**config.mk**
```make
export PLATFORM = sky130hd
export DESIGN_NAME = stack_call_ctrl_flat
export DESIGN_NICKNAME = d
export VERILOG_FILES = /design/src/rtl/stack_call_ctrl_pkg.sv /design/src/rtl/stack_call_ctrl_if.sv /design/src/rtl/stack_call_ctrl_fsm.sv /design/src/rtl/stack_call_ctrl.sv /design/src/flat_wrapper.sv
export SDC_FILE = /design/constraint.sdc
export NUM_CORES = 1
export LEC_CHECK = 0
export CAP_MARGIN = 20
export CORE_MARGIN = 2
export CORE_UTILIZATION = 45
export DETAILED_ROUTE_END_ITERATION = 8
export GPL_TIMING_DRIVEN = 0
export PLACE_DENSITY = 0.79
export SLEW_MARGIN = 0
export SYNTH_ARGS = -nofsm -noshare
export SYNTH_HDL_FRONTEND = slang
export SYNTH_SLANG_ARGS = --single-unit
```
**constraint.sdc**
```tcl
create_clock -name clk -period 1.75 [get_ports clk]
set_input_delay 0.175 -clock clk [delete_from_list [all_inputs] [get_ports clk]]
set_output_delay 0.175 -clock clk [all_outputs]
set_load 0.005 [all_outputs]
```
**src/rtl/stack_call_ctrl_pkg.sv**
```systemverilog
// Shared types for the call/return sequencer: command encodings, FSM states,
// and the bundle of stack control pulses.
// Pure declarations; no timing or flow control here.
package stack_ctrl_pkg;

  localparam int DW_DEF = 4;

  typedef enum logic [2:0] {
    OP_STEP = 3'd0,
    OP_CALL = 3'd1,
    OP_RET  = 3'd2,
    OP_PUSH = 3'd3,
    OP_POP  = 3'd4
  } op_e;

  typedef enum logic [2:0] {
    RST_HOLD,
    IDLE,
    PUSH,
    POP_DEC,
    POP_RD
  } state_e;

  // Control pulses towards the stack, registered as one bundle.
  typedef struct packed {
    logic rst;
    logic push;
    logic pop;
    logic we;
    logic re;
    logic mux_sel;
  } stk_ctl_t;

  // Unassigned encodings 5-7 behave as STEP.
  function automatic op_e decode_op(input logic [2:0] raw);
    op_e op;
    case (raw)
      3'd1:    op = OP_CALL;
      3'd2:    op = OP_RET;
      3'd3:    op = OP_PUSH;
      3'd4:    op = OP_POP;
      default: op = OP_STEP;
    endcase
    return op;
  endfunction

endpackage

```
**src/rtl/stack_call_ctrl_if.sv**
```systemverilog
// Command channel into the sequencer: strobe, opcode and argument.
// Accepted on a cycle where cmd_valid && cmd_ready; no queuing.
// Issuer must hold or re-present the command while cmd_ready is low.
// Ports: cmd_valid, cmd_op, cmd_arg (issuer -> sequencer), cmd_ready (back).
interface stack_call_ctrl_if #(
  parameter int DW = 4
);
  logic          cmd_valid;
  logic          cmd_ready;
  logic [2:0]    cmd_op;
  logic [DW-1:0] cmd_arg;

  modport master (output cmd_valid, output cmd_op, output cmd_arg, input cmd_ready);
  modport slave  (input cmd_valid, input cmd_op, input cmd_arg, output cmd_ready);
endinterface

```
**src/rtl/stack_call_ctrl_fsm.sv**
```systemverilog
// Sequencer FSM: accepts commands in IDLE and emits registered stack pulses.
// Latency: pulses appear the cycle after acceptance; PUSH 1 busy cycle, pops 2.
// Backpressure: cmd_ready is high only in IDLE; commands offered otherwise are ignored.
// Ports: cmd_valid/cmd_op in, cmd_ready out, stk_full/stk_empty in, ctl pulses
// out, ev_* single-cycle accept strobes and rd_done (last cycle of a pop) out.
module stack_ctrl_fsm
  import stack_ctrl_pkg::*;
(
  input  logic     clk,
  input  logic     rst_n,
  input  logic     cmd_valid,
  input  logic [2:0] cmd_op,
  input  logic     stk_full,
  input  logic     stk_empty,
  output logic     cmd_ready,
  output stk_ctl_t ctl,
  output logic     ev_step,
  output logic     ev_call,
  output logic     ev_push,
  output logic     ev_ret,
  output logic     ev_pop,
  output logic     ev_ovf,
  output logic     ev_udf,
  output logic     rd_done
);

  state_e   state, state_nxt;
  stk_ctl_t ctl_nxt;
  op_e      op;
  logic     accept, is_wr, is_rd;

  assign op        = decode_op(cmd_op);
  assign cmd_ready = (state == IDLE);
  assign accept    = cmd_valid && cmd_ready;
  assign is_wr     = (op == OP_CALL) || (op == OP_PUSH);
  assign is_rd     = (op == OP_RET)  || (op == OP_POP);

  // State register; pulse bundle is registered alongside so every stk_*
  // output comes straight from a flop. Reset holds the stack in reset.
  always_ff @(posedge clk or negedge rst_n) begin
    if (!rst_n) begin
      state <= RST_HOLD;
      ctl   <= '{rst: 1'b1, default: 1'b0};
    end else begin
      state <= state_nxt;
      ctl   <= ctl_nxt;
    end
  end

  always_comb begin
    state_nxt = state;
    case (state)
      RST_HOLD: state_nxt = IDLE;
      IDLE: begin
        if (accept && is_wr && !stk_full)  state_nxt = PUSH;
        if (accept && is_rd && !stk_empty) state_nxt = POP_DEC;
      end
      PUSH:    state_nxt = IDLE;
      POP_DEC: state_nxt = POP_RD;
      POP_RD:  state_nxt = IDLE;
      default: state_nxt = RST_HOLD;
    endcase
  end

  // Pulses for the upcoming cycle are decoded from the state being entered.
  always_comb begin
    ctl_nxt     = '0;
    ctl_nxt.rst = (state_nxt == RST_HOLD);
    case (state_nxt)
      PUSH: begin
        ctl_nxt.push    = 1'b1;
        ctl_nxt.we      = 1'b1;
        ctl_nxt.mux_sel = (op == OP_PUSH);
      end
      POP_DEC: ctl_nxt.pop = 1'b1;
      POP_RD:  ctl_nxt.re  = 1'b1;
      default: ;
    endcase
  end

  always_comb begin
    ev_step = accept && (op == OP_STEP);
    ev_call = accept && (op == OP_CALL) && !stk_full;
    ev_push = accept && (op == OP_PUSH) && !stk_full;
    ev_ret  = accept && (op == OP_RET)  && !stk_empty;
    ev_pop  = accept && (op == OP_POP)  && !stk_empty;
    ev_ovf  = accept && is_wr && stk_full;
    ev_udf  = accept && is_rd && stk_empty;
    rd_done = (state == POP_RD);
  end

endmodule

```
**src/rtl/stack_call_ctrl.sv**
```systemverilog
// Call/return sequencer driving a LIFO stack: holds the PC, pop data and sticky errors.
// Latency: STEP/CALL/PUSH 1 cycle, RET/POP 3 cycles to result (2 busy cycles).
// Backpressure: cmd.cmd_ready low while busy or in reset hold; no command queuing.
// Ports: clk, rst_n, cmd (command channel), err_clr; pc, pop_data/pop_valid,
// ovf/udf; stk_* controls and data towards the stack, stk_data_i/full/empty back.
module stack_call_ctrl
  import stack_ctrl_pkg::*;
#(
  parameter int DW    = DW_DEF,
  parameter int DEPTH = 16
) (
  input  logic          clk,
  input  logic          rst_n,
  stack_call_ctrl_if.slave cmd,
  input  logic          err_clr,
  output logic [DW-1:0] pc,
  output logic [DW-1:0] pop_data,
  output logic          pop_valid,
  output logic          ovf,
  output logic          udf,
  output logic          stk_reset,
  output logic          stk_push,
  output logic          stk_pop,
  output logic          stk_we,
  output logic          stk_re,
  output logic          stk_mux_sel,
  output logic [DW-1:0] stk_data_o,
  output logic [DW-1:0] stk_pc_o,
  input  logic [DW-1:0] stk_data_i,
  input  logic          stk_full,
  input  logic          stk_empty
);

  localparam int unsigned DEPTH_U = DEPTH;

  stk_ctl_t ctl;
  logic ev_step, ev_call, ev_push, ev_ret, ev_pop, ev_ovf, ev_udf, rd_done;
  logic ret_pend;  // distinguishes RET from POP during the read cycle

  stack_ctrl_fsm u_fsm (
    .clk       (clk),
    .rst_n     (rst_n),
    .cmd_valid (cmd.cmd_valid),
    .cmd_op    (cmd.cmd_op),
    .stk_full  (stk_full),
    .stk_empty (stk_empty),
    .cmd_ready (cmd.cmd_ready),
    .ctl       (ctl),
    .ev_step   (ev_step),
    .ev_call   (ev_call),
    .ev_push   (ev_push),
    .ev_ret    (ev_ret),
    .ev_pop    (ev_pop),
    .ev_ovf    (ev_ovf),
    .ev_udf    (ev_udf),
    .rd_done   (rd_done)
  );

  assign stk_reset   = ctl.rst;
  assign stk_push    = ctl.push;
  assign stk_pop     = ctl.pop;
  assign stk_we      = ctl.we;
  assign stk_re      = ctl.re;
  assign stk_mux_sel = ctl.mux_sel;

  always_ff @(posedge clk or negedge rst_n) begin
    if (!rst_n) begin
      pc         <= '0;
      pop_data   <= '0;
      pop_valid  <= 1'b0;
      ovf        <= 1'b0;
      udf        <= 1'b0;
      ret_pend   <= 1'b0;
      stk_data_o <= '0;
      stk_pc_o   <= '0;
    end else begin
      if (ev_step)          pc <= pc + 1'b1;
      if (ev_call)          pc <= cmd.cmd_arg;
      if (rd_done && ret_pend) pc <= stk_data_i;

      // Return address is the instruction after the CALL.
      if (ev_call) stk_pc_o   <= pc + 1'b1;
      if (ev_push) stk_data_o <= cmd.cmd_arg;

      if (ev_ret) ret_pend <= 1'b1;
      if (ev_pop) ret_pend <= 1'b0;

      pop_valid <= rd_done && !ret_pend;
      if (rd_done && !ret_pend) pop_data <= stk_data_i;

      // A new error beats a simultaneous clear.
      ovf <= ev_ovf || (ovf && !err_clr);
      udf <= ev_udf || (udf && !err_clr);
    end
  end

  // Shadow occupancy used only to sanity-check the pulse stream.
  int unsigned occ;
  always_ff @(posedge clk or negedge rst_n) begin
    if (!rst_n)                    occ <= 0;
    else if (stk_reset)            occ <= 0;
    else if (stk_push)             occ <= occ + 32'd1;
    else if (stk_pop && occ != 0)  occ <= occ - 32'd1;
  end

  assert property (@(posedge clk) disable iff (!rst_n)
    !(stk_push && stk_pop) && (!stk_we || stk_push) && (occ <= DEPTH_U));

endmodule

```
**src/flat_wrapper.sv**
```systemverilog
// flat-port wrapper written by rule: the top's interface ports become plain ports
module stack_call_ctrl_flat import stack_ctrl_pkg::*;
#(
  parameter int DW    = DW_DEF,
  parameter int DEPTH = 16
)
  (clk, rst_n, err_clr, pc, pop_data, pop_valid, ovf, udf, stk_reset, stk_push, stk_pop, stk_we, stk_re, stk_mux_sel, stk_data_o, stk_pc_o, stk_data_i, stk_full, stk_empty, cmd_cmd_valid, cmd_cmd_op, cmd_cmd_arg, cmd_cmd_ready);
  stack_call_ctrl_if #(.DW(DW)) cmd_i ();
  input  logic clk;
  input  logic rst_n;
  input  logic err_clr;
  output logic [DW-1:0] pc;
  output logic [DW-1:0] pop_data;
  output logic pop_valid;
  output logic ovf;
  output logic udf;
  output logic stk_reset;
  output logic stk_push;
  output logic stk_pop;
  output logic stk_we;
  output logic stk_re;
  output logic stk_mux_sel;
  output logic [DW-1:0] stk_data_o;
  output logic [DW-1:0] stk_pc_o;
  input  logic [DW-1:0] stk_data_i;
  input  logic stk_full;
  input  logic stk_empty;
  input wire logic [$bits(cmd_i.cmd_valid)-1:0] cmd_cmd_valid;
  input wire logic [$bits(cmd_i.cmd_op)-1:0] cmd_cmd_op;
  input wire logic [$bits(cmd_i.cmd_arg)-1:0] cmd_cmd_arg;
  output wire logic [$bits(cmd_i.cmd_ready)-1:0] cmd_cmd_ready;
  assign cmd_i.cmd_valid = cmd_cmd_valid;
  assign cmd_i.cmd_op = cmd_cmd_op;
  assign cmd_i.cmd_arg = cmd_cmd_arg;
  assign cmd_cmd_ready = cmd_i.cmd_ready;
  stack_call_ctrl #(.DW(DW), .DEPTH(DEPTH)) u_core (.clk(clk), .rst_n(rst_n), .cmd(cmd_i), .err_clr(err_clr), .pc(pc), .pop_data(pop_data), .pop_valid(pop_valid), .ovf(ovf), .udf(udf), .stk_reset(stk_reset), .stk_push(stk_push), .stk_pop(stk_pop), .stk_we(stk_we), .stk_re(stk_re), .stk_mux_sel(stk_mux_sel), .stk_data_o(stk_data_o), .stk_pc_o(stk_pc_o), .stk_data_i(stk_data_i), .stk_full(stk_full), .stk_empty(stk_empty));
endmodule
```
; After elaboration in Yosys (flattened, before gate mapping)
; Index checks and enable logic that the tools add are counted.
[op_classes]
n_addsub = 1
eq_ne = 15
muxes = 13
reduce_logical = 34
[ops]
columns = op, n
row1 = == test 3 x 2 -> 1 bit (second input constant), 8
row2 = logical AND 1 bit, 20
row3 = == test 3 bit (second input constant), 4
row4 = 2-to-1 mux 4 bit, 3
row5 = case mux 3 bit (4 select lines), 1
row6 = == test 3 x 1 -> 1 bit (second input constant), 3
row7 = logical NOT 3 bit, 3
row8 = case mux 3 bit (3 select lines), 1
row9 = 2-to-1 mux 1 bit, 6
row10 = 2-to-1 mux 3 bit, 2
row11 = adder 4 x 1 -> 4 bit (second input constant), 1
row12 = logical NOT 1 bit, 4
row13 = logical OR 1 bit, 4
row14 = nonzero test 3 bit, 1
row15 = OR reduction 3 bit, 1
row16 = nonzero test 2 bit, 1
[word_totals]
regBits = 28
inputBits = 17
output_inout_bits = 26
wordCells = 77

; Logic depth before layout (Yosys ltp)
[logic_depth]
depth_word = 11
mapped_depth = 5

; Modules after synthesis
; Synthesis repeated with hierarchy kept, for this count alone.
[unflattened]
cells_unflattened = 110
area_unflattened_um2 = 1276.2
[modules_own_cells]
columns = module, n_inst, cells_per_inst, area_per_inst_um2, seq_area_each_um2
row1 = stack_call_ctrl, 1, 69, 862.1, 500.5
row2 = stack_ctrl_fsm, 1, 41, 414.1, 201.4

; Least setup slack after synthesis
; No wires, ideal clock.
[synth_timing]
path_kind = reg2reg
start = register u_core.u_fsm.state[1]
end = register u_core.stk_data_o[0]
arrival_time_ns = 1.423
required_time_ns = 1.625
path_slack_ns = 0.202
stages_incl_launch_ff = 5
n_path_buf = 0
synth_period_minus_slack_ns = 1.548
cell_sequence = dfrtp_1 > nand4bb_4 > nor4b_4 > nand2_4 > mux2_4
[synth_via]
elab_chain_len = 4
[synth_lines]
columns = item, line
row1 = "start, declared", stack_call_ctrl_fsm.sv:27  ; state_e state, state_nxt;
row2 = "start signal, assigned", stack_call_ctrl_fsm.sv:45  ; state <= state_nxt;
row3 = == test 3 x 1 -> 1 bit, stack_call_ctrl_fsm.sv:33  ; assign cmd_ready = (state == IDLE);
row4 = logical AND 1 bit, stack_call_ctrl_fsm.sv:34  ; assign accept = cmd_valid && cmd_ready;
row5 = logical AND 1 bit (2 in a row), stack_call_ctrl_fsm.sv:84  ; ev_push = accept && (op == OP_PUSH) && !stk_full;
row6 = "end signal, assigned", stack_call_ctrl.sv:83  ; if (ev_push) stk_data_o <= cmd.cmd_arg;
row7 = "end, declared", stack_call_ctrl.sv:27  ; output logic [DW-1:0] stk_data_o,
; No other way between the ends.
; A chain may end at the register's enable or synchronous reset.

; Worst setup path in the final report
[layout_timing]
start = register u_core.u_fsm.state[2]
end = register u_core.stk_data_o[0]
; The elaborated chain is that of the path after synthesis.

==> flow_summary.yaml <==
outcome:
  status: "finished, final reports clean"
placed_design:
  routabilityCongestion: 0.819
  dp.cells: 176
  port_buffers: 41
  dp_hpwl_mm: 2.19
  dpl-instance-area_um2: 1790
  post-place-ws_ps: -310
sta:
  worst_slack_ps: 17.9
  post-route-period-util: 0.990
  drv_slew: 0
  slew_headroom: 0.652
  finalSetupViolations: 0
  rsz0062_at_grt: "true"
  max_freq_mhz: 577
  max_slew.worst_pin.slew_ps: 520
  hold_violations: 0
  fin_skew_ps: 3.22
  post-route-min-period_ps: 1730
setup_path:
  crit_required_ps: 1980
  worst_path_max_delay_cell: "dfrtp_2"
  r2r-start: "u_core.u_fsm.state[2]"
  reg2reg_depth: 4
  cp.depth: 4
  crit_end: "u_core.stk_data_o[0]"
  cp_top_family: "simple AND/OR/NAND/NOR gates"
  crit_arrival_ps: 1960
  crit_path_cell_trace: "nand4bb_4 > nor4b_4 > nand2_4 > mux2_4"
  reg2reg_slack_ps: 20
  worstPathMaxFanout: 5
  max_stage_delay_ps: 450
  worst-path-buf-inv: 0
  end_kind: "register"
  cp-startpoint: "u_core.u_fsm.state[2]"
  worstSetupStartpointType: "register"
  critical_path_class: "register to register"
  worst_r2r_endpoint: "u_core.stk_data_o[0]"
clock_network:
  cts_buffers: 3
  worstSkewPairLatency_ps: 320
  cts.sinks: 28
  cts_tree: "built"
  root_buffer: "clkbuf_4"
  cts_max_level: 1
  clk_pin_slew_worst_paths_ps: 140
  clockBufferDepth: 2
logic_synthesis:
  synth_seq_cells: 28
  yosys_warnings: 0
  yosys_most_used_dff: "dfrtp_1"
  synth_fp_nets: 121
  yosysSeqAreaShare: 0.536
  synthTopCellsByArea: "dfrtp_1 52%, mux2_4 4.6%, nor4b_4 3.6%"
  synth_top_area_cell: "dfrtp_1"
  yosysTopAreaCellShare: 0.516
  synth_common_cells: "27 x dfrtp_1, 8 x nand2_1, 5 x nor2_1"
  syn_inst: 103
  synth-edff-count: 0
  syn_area_um2: 1310
  syn_area_per_cell_um2: 12.7
  async_reset_ff_frac: 1.00
  synth_most_common_cell: "dfrtp_1"
  synthDistinctLibCells: 44
floorplan:
  row_count: 19
  die_area_um2: 3360
  io_pins: 43
  coreArea_um2: 2760
  die_w_um: 58.0
  initial_core_util: 0.475
  dieHeight_um: 58.0
cells_and_area:
  finish.utilization: 0.697
  fill_cells: 197
  final_cell_area_um2: 1920
  final_layout_size_suffix_gt1_frac: 0.236
  fin_nets: 176
  diodes: 0
  syn2layout_area_growth_pct: 46.8
  fin_cells: 188
global_routing:
  grt_pass1_wl_mm: 4.49
  first_global_vias: 971
  grt_max_degree: 21
  track_usage: 0.178
  antenna_found_initial: 0
  overflow: 0
detailed_routing:
  first_pass_iters: 4
  drc: 0
  ant_nets: 0
  vias: 1001
  drt-initial-drc-count: 29
  routed_wl_mm: 2.88
  wire_per_inst_um: 15.3
  via_per_inst: 5.32
min_path:
  holdCritPathClass: "primary input to register"
flow_run:
  cap_violations: 0
power_and_ir_drop:
  cellPowerDensity_nw_per_um2: 1070
  ir_drop_mv: 0.906
  power_leakage_uw: 0.000880
where the power goes:
group          switching (uW)  internal (uW)  total (uW)
combinational             270            480         750
clock                     182            232         414
sequential                113            789         902
metal layers:
metal,wire (um),track usage
met3,122,0.0335
met1,1240,0.237
met2,1500,0.282
met4,23,0.0797
met5,0,0
cells by family after synthesis:
group | share of synthesized area
xor+xnor | 0.0201
buf+inv | 0.0210
compound gates | 0.101
mux | 0.0965
simple gates | 0.216
flops | 0.536
fa+ha+maj | 0.00955
through the flow:
stage,TNS (ps),power [uW],hold slack [ps]
global route,-156,2200,129
CTS,0,2060,117
global placement,-1190,1590,461
floorplan,0,1210,-121
detailed placement,-1560,1630,466
finish,0,2070,135
cells in the final DEF, fill, tap and decap left out, drive strengths merged, types with 2 or more instances in the layout:
master / synthesis / final
nor3b: 2 / 2
nor2b: 2 / 2
nand2: 10 / 10
clkbuf: 0 / 3
nand3: 3 / 3
a211oi: 2 / 2
o211a: 2 / 2
xnor2: 2 / 2
and4bb: 2 / 2
nor3: 3 / 3
inv: 4 / 4
dfrtp: 27 / 27
mux2: 9 / 9
and3b: 2 / 2
clkdlybuf4s50: 0 / 41
o21ai: 5 / 5
nor4b: 2 / 2
nor2: 5 / 5
nor4: 2 / 2
buf: 2 / 11
state kept, by name, indices dropped and copies added (netlist names):
signal,cells
u_core.pop_data,4
u_core.stk_data_o,4
u_core.stk_pc_o,4
u_core.u_fsm.ctl,5
u_core.ovf,1
u_core.pop_valid,1
u_core.pc,4
u_core.ret_pend,1
u_core.u_fsm.state,3
u_core.udf,1
layout make-up:
class / instances / area [um^2] / share of cell area
Multi-Input combinational cell: 69 / 588 / 0.306
Sequential cell: 28 / 706 / 0.367
Timing Repair Buffer: 50 / 510 / 0.265
Buffer: 2 / 12.5 / 0.00651
Inverter: 4 / 15.0 / 0.00781
Clock inverter: 1 / 30.0 / 0.0156
Clock buffer: 3 / 22.5 / 0.0117
Tap cell: 31 / 38.8 / 0.0202
worst min path at each step:
stage	startpoint	end	slack, ps	cells past startpoint
CTS	cmd_cmd_op[0]	u_core.u_fsm.ctl[3]	120	2
finish	cmd_cmd_op[0]	u_core.u_fsm.ctl[3]	130	2
floorplan	rst_n	u_core.ovf	-120	0
detailed placement	u_core.stk_pc_o[3]	u_core.stk_pc_o[3]	470	2
global placement	u_core.stk_pc_o[3]	u_core.stk_pc_o[3]	460	2
global route	cmd_cmd_op[0]	u_core.u_fsm.ctl[3]	130	2
what timing repair did:
| item | in CTS | in global routing |
|---|---|---|
| pin swaps | 0 | 2 |
| buffers inserted | 2 | 6 |
| hold buffers | 0 | 0 |
| setup endpoints to repair | 2 | 6 |
| resized for setup | 3 | 1 |
No activity file was read; power rests on OpenSTA's default activity.
